### src/rtl/ex_mem_latch.sv
// EX/MEM pipeline register of the MIPS core: latches ALU results and control,
// resolves branches, lane-aligns store data, builds byte enables, flags misalignment.
module ex_mem_latch #(
   parameter int BITS_SIZE = 32,
   parameter int BITS_REG  = 5,
   parameter int BITS_BE   = 4
) (
   input  logic                 i_clk,
   input  logic                 i_reset,
   input  logic                 i_enable,
   input  logic                 i_stall,
   input  logic                 i_flush,
   input  logic                 i_valid,
   input  logic [BITS_SIZE-1:0] i_alu_result,
   input  logic                 i_alu_zero,
   input  logic [BITS_SIZE-1:0] i_data_rt,
   input  logic [BITS_REG-1:0]  i_rd_addr,
   input  logic [BITS_SIZE-1:0] i_pc_plus4,
   input  logic [BITS_SIZE-1:0] i_pc_branch,
   input  logic                 i_reg_write,
   input  logic                 i_mem_read,
   input  logic                 i_mem_write,
   input  logic                 i_mem_to_reg,
   input  logic                 i_branch,
   input  logic                 i_branch_ne,
   input  logic                 i_jal,
   input  logic                 i_halt,
   input  logic [1:0]           i_width,
   input  logic                 i_unsigned,
   output logic                 o_valid,
   output logic [BITS_SIZE-1:0] o_result,
   output logic [BITS_SIZE-1:0] o_store_data,
   output logic [BITS_BE-1:0]   o_byte_en,
   output logic [BITS_REG-1:0]  o_rd_addr,
   output logic                 o_reg_write,
   output logic                 o_mem_read,
   output logic                 o_mem_write,
   output logic                 o_mem_to_reg,
   output logic                 o_unsigned,
   output logic [1:0]           o_width,
   output logic                 o_branch_taken,
   output logic [BITS_SIZE-1:0] o_pc_branch,
   output logic                 o_misaligned,
   output logic                 o_halt
);

   typedef struct packed {
      logic                 valid;
      logic [BITS_SIZE-1:0] result;
      logic [BITS_SIZE-1:0] store_data;
      logic [BITS_BE-1:0]   byte_en;
      logic [BITS_REG-1:0]  rd_addr;
      logic                 reg_write;
      logic                 mem_read;
      logic                 mem_write;
      logic                 mem_to_reg;
      logic                 unsigned_ld;
      logic [1:0]           width;
      logic                 branch_taken;
      logic [BITS_SIZE-1:0] pc_branch;
      logic                 misaligned;
      logic                 halt;
   } stage_t;

   stage_t stage_r;
   stage_t load_s;
   stage_t next_s;
   logic   misaligned_s;

   // Width code 2'b10 is treated as a word access everywhere below.
   function automatic logic is_misaligned(input logic [1:0] width, input logic [1:0] addr);
      case (width)
         2'b00:   is_misaligned = 1'b0;
         2'b01:   is_misaligned = addr[0];
         default: is_misaligned = (addr != 2'b00);
      endcase
   endfunction

   function automatic logic [BITS_SIZE-1:0] align_store(input logic [1:0] width,
                                                       input logic [BITS_SIZE-1:0] rt);
      case (width)
         2'b00:   align_store = {(BITS_SIZE/8){rt[7:0]}};
         2'b01:   align_store = {(BITS_SIZE/16){rt[15:0]}};
         default: align_store = rt;
      endcase
   endfunction

   function automatic logic [BITS_BE-1:0] byte_mask(input logic [1:0] width, input logic [1:0] addr);
      case (width)
         2'b00:   byte_mask = {{(BITS_BE-1){1'b0}}, 1'b1} << addr;
         2'b01:   byte_mask = addr[1] ? BITS_BE'(4'b1100) : BITS_BE'(4'b0011);
         default: byte_mask = {BITS_BE{1'b1}};
      endcase
   endfunction

   assign misaligned_s = i_valid & (i_mem_read | i_mem_write)
                       & is_misaligned(i_width, i_alu_result[1:0]);

   // Values captured on a normal load; an invalid instruction carries no control.
   always_comb begin
      load_s            = '0;
      load_s.valid      = i_valid;
      load_s.result     = i_jal ? i_pc_plus4 : i_alu_result;
      load_s.store_data = align_store(i_width, i_data_rt);
      load_s.rd_addr    = i_rd_addr;
      load_s.pc_branch  = i_pc_branch;
      load_s.halt       = stage_r.halt | (i_valid & i_halt);
      if (i_valid) begin
         load_s.reg_write    = i_reg_write & ~misaligned_s;
         load_s.mem_read     = i_mem_read & ~misaligned_s;
         load_s.mem_write    = i_mem_write & ~misaligned_s;
         load_s.mem_to_reg   = i_mem_to_reg;
         load_s.unsigned_ld  = i_unsigned;
         load_s.width        = i_width;
         load_s.branch_taken = (i_branch & i_alu_zero) | (i_branch_ne & ~i_alu_zero);
         load_s.misaligned   = misaligned_s;
         load_s.byte_en      = (i_mem_write & ~misaligned_s)
                             ? byte_mask(i_width, i_alu_result[1:0]) : '0;
      end else begin
         load_s.width = 2'b00;
      end
   end

   // Update priority: freeze > bubble > hold > load; a bubble keeps the sticky halt.
   always_comb begin
      next_s = stage_r;
      if (!i_enable) begin
         next_s = stage_r;
      end else if (i_flush) begin
         next_s      = '0;
         next_s.halt = stage_r.halt;
      end else if (i_stall) begin
         next_s = stage_r;
      end else begin
         next_s = load_s;
      end
   end

   // Stage register with synchronous reset.
   always_ff @(posedge i_clk) begin
      if (i_reset) begin
         stage_r <= '0;
      end else begin
         stage_r <= next_s;
      end
   end

   assign o_valid        = stage_r.valid;
   assign o_result       = stage_r.result;
   assign o_store_data   = stage_r.store_data;
   assign o_byte_en      = stage_r.byte_en;
   assign o_rd_addr      = stage_r.rd_addr;
   assign o_reg_write    = stage_r.reg_write;
   assign o_mem_read     = stage_r.mem_read;
   assign o_mem_write    = stage_r.mem_write;
   assign o_mem_to_reg   = stage_r.mem_to_reg;
   assign o_unsigned     = stage_r.unsigned_ld;
   assign o_width        = stage_r.width;
   assign o_branch_taken = stage_r.branch_taken;
   assign o_pc_branch    = stage_r.pc_branch;
   assign o_misaligned   = stage_r.misaligned;
   assign o_halt         = stage_r.halt;

endmodule

### config.mk
export PLATFORM = sky130hd
export DESIGN_NAME = ex_mem_latch
export DESIGN_NICKNAME = d
export VERILOG_FILES = /design/src/rtl/ex_mem_latch.sv
export SDC_FILE = /design/constraint.sdc
export NUM_CORES = 1
export LEC_CHECK = 0
export ABC_CLOCK_PERIOD_IN_PS = 1150
export CAP_MARGIN = 0
export CORE_ASPECT_RATIO = 2
export CORE_MARGIN = 5
export CORE_UTILIZATION = 30
export DETAILED_ROUTE_END_ITERATION = 10
export GPL_ROUTABILITY_DRIVEN = 1
export PLACE_DENSITY = 0.73
export REMOVE_ABC_BUFFERS = 1
export SLEW_MARGIN = 20
export SYNTH_ARGS = -nofsm -noshare
export SYNTH_HDL_FRONTEND = slang
export SYNTH_SLANG_ARGS = --single-unit
### constraint.sdc
create_clock -name i_clk -period 1.15 [get_ports i_clk]
set_input_delay 0.1725 -clock i_clk [delete_from_list [all_inputs] [get_ports i_clk]]
set_output_delay 0.1725 -clock i_clk [all_outputs]
set_load 0.05 [all_outputs]
==> summary.txt <==
Critical path
  – CP max-delay cell: dfxtp_1
  – CP Data Required Time: 980 ps
  – FF-to-FF Start: o_misaligned
  – R2R Setup Slk: 370 ps
  – Worst path depth: 1
  – Kind of critical path: reg -> out
  – Worst path bufs/invs: 1
  – Worst-path fanout max: 2
  – Worst reg-to-reg path cell count: 2
  – Critical Path Max Stage Delay: 380 ps
  – RR Endpoint: o_misaligned
  – Critical-path cell list: buf_12
  – CP top delay family: flip-flops
  – Startpoint Class: register
  – Critical Path AT: 950 ps
  – Crit path capture type: primary output

Final layout
  – # fillers: between 1k and 1.5k
  – Share of cells above drive strength 1: between 30% and 40%
  – Area growth syn-to-layout: 105%
  – Area of the multi-input gates: ~2400 sq um
  – Final net count: ~1.0k
  – Final Util: around three fifths
  – Sequential cell area: 2390 sq um
  – Post-route insts no fill: 1,102

Synth
  – Flops & latches, synth: roughly 120
  – Netlist Area Pre-Place: between 5000 and 6000 sq um
  – Yosys Warn Count: 0
  – Syn Area/Cell: around 8.4 sq um
  – Cells after Synth: 596
  – Count of different cell masters after synthesis: 26
  – Seq/Total Area, Yosys: 46.3%

STA
  – Fin. Hold Viols: 0
  – Crit share post-route: 97.2%
  – Max Slew Vio Count: 0
  – Worst slew margin: 76.6%
  – Final setup fails: 0
  – Setup ws final: around 32 ps
  – Measured slew at the worst slew-check pin: 347 ps
  – Fmax: 0.894 GHz
  – RSZ-0062 raised after global routing: false
  – Setup TNS: 0 ps
  – Tmin final: 1120 ps
  – Layout Skew: 0 ps

Power
  – PwrDens: 1220 nW/um^2
  – Peak VDD IR: 1.05 mV
  – Leak pwr: around 3.8 nW

Placement
  – Placed Cells incl. Taps: 1,061
  – PortBufs: ~270
  – DP HPWL: 15,100 um
  – Worst slack at placement: -571 ps
  – Routability cong.: roughly 0.9

Floorplan
  – DIE HEIGHT: 193 um
  – DIE AREA: 19,500 sq um
  – Top-level I/O count: 267
  – Initial core utilization: between 30 and 40%
  – Core Rows: 67
  – Area of the core: 16,600 sq um
  – DIE WIDTH: between 100 and 150 um

Min path
  – Hold_sp: i_reset
  – Worst Hold End: o_misaligned
  – Hold Path Cell Cnt: 3
  – Hold Crit Class: in -> reg

GRT
  – GRT met3 Usage: 11.0%
  – Initial antenna violation count: 1
  – Overflow after GRT: 0
  – GR peak layer: met2
  – Vias in the first global route: 5,737
  – First-pass GRT wire length: a little over 30,000 um
  – Largest net degree at the start of global routing: between 50 and 60
  – GRT Total Usage: 20.5%
  – M2 GR Usage: 34.6%
  – Met1 Resource Use GR: 21.9%

Clock network
  – Worst-path clk slew: roughly 50 ps
  – CTS sink count: 116
  – Max clock buf depth: 2
  – Hold-fix buffers at CTS: 0
  – Cts bufs inserted: 17
  – CTS H-tree lvls: 4
  – Worst skew pair latency: around 410 ps
  – CTS tree: done
  – Clock root cell: clkbuf_16

Job
  – Max_cap viols: 0

Run status
  – Outcome: completed

Drt
  – Vias per std cell: 5.03
  – WL per Instance: 18.9 um
  – Final WL: between 20,000 and 25,000 um
  – DR pass1 iterations: 7
  – Initial DRC Count: around 160
  – Antenna Nets Post-Route: 0
  – Drt drc: 0
  – Detailed-route via count: 5,544
-- metrics by stage --
stage	cell area, sq um	hold slack [ps]	power, mW
after floorplan	4740	242	5.05
after global placement	9360	493	6.51
after detailed placement	9360	500	6.55
after CTS	10200	97.5	12.6
after global routing	10300	132	12.9
final	10300	123	12.5
-- cell usage in the layout, fill, tap and decap left out, types with 2 or more instances in the layout --
cell             synthesis  final
dfxtp_1                116     61
o21ai_0                110    109
bufinv_16                0      5
buf_6                    0      2
buf_12                   0    128
inv_1                    2      2
o2bb2ai_1                4      4
dfxtp_2                  0     54
nand2b_1                18     18
nor2_1                   3      3
clkinv_4                 0      3
dlymetal6s2s_1           0      3
dlygate4sd2_1            0      3
buf_4                    7     40
a21oi_2                  0      2
nand2_1                 91     91
clkdlybuf4s50_1          0    143
clkbuf_16                0     18
mux2_2                  42     42
clkinvlp_4               0      2
o211ai_1                18     18
buf_16                   0      2
clkinv_2                 0      2
mux2_1                   7      7
a21oi_1                117    115
clkbuf_8                 0      3
-- cell families after synthesis --
family | Yosys count | share of synthesized area [%]
compound gates | 253 | 26.7
buf+inv | 61 | 5.74
flops | 116 | 46.3
mux | 49 | 11.0
simple gates | 117 | 10.2
-- final cells by class --
type                    count  area share, %
multi-input cells         419           23.7
clock inverters            12           1.96
inverters                   3          0.110
diodes                      1         0.0244
well taps                 207           2.52
repair buffers            324           43.8
flip-flops and latches    116           23.3
clock buffers              20           4.54
-- how the worst max path moves through the flow --
stage	slack, ps	end	from
final	30	o_result[14]	o_result[14]
after global routing	0.2	o_misaligned	o_misaligned
after CTS	0.03	o_byte_en[0]	o_byte_en[0]
after detailed placement	-570	o_store_data[9]	i_flush
after global placement	-510	o_store_data[11]	i_flush
after floorplan	-2380	o_store_data[10]	i_flush
-- cells in the mapped netlist, drive strengths merged --
cell type | n | area, sq um
a21boi | 1 | 7.51
a21oi | 117 | 586
and4bb | 1 | 12.5
buf | 26 | 146
clkbuf | 32 | 130
dfxtp | 116 | 2320
inv | 3 | 11.3
mux2 | 49 | 552
nand2 | 91 | 342
nand2b | 18 | 113
nor2 | 3 | 11.3
nor2b | 1 | 6.26
nor3b | 1 | 12.5
nor4b | 1 | 8.76
o2111ai | 1 | 8.76
o211ai | 18 | 135
o21a | 1 | 7.51
o21ai | 110 | 551
o2bb2ai | 4 | 35.0
o311ai | 1 | 8.76
or2 | 1 | 6.26
-- power by group --
group	leakage, nW	total, mW	switching, mW	internal [mW]
Sequential	0.967	4.25	0.113	4.14
Combinational	2.51	2.29	1.03	1.25
Clock	0.322	5.95	1.93	4.02
Total	3.80	12.5	3.08	9.41
-- metal layers --
metal	up-vias	wire length, um
li1	2655	-
met1	2565	7570
met2	305	10100
met3	19	2900
met4	0	224
met5	-	0
-- what timing repair did --
action | 4_1_cts | 5_1_grt
cloned | 3 | 1
resized for setup | 37 | 35
endpoints found under the setup margin | 135 | 78
pin swaps | 1 | 2
setup buffers | 2 | 2
(Power assumes the default switching activity.)
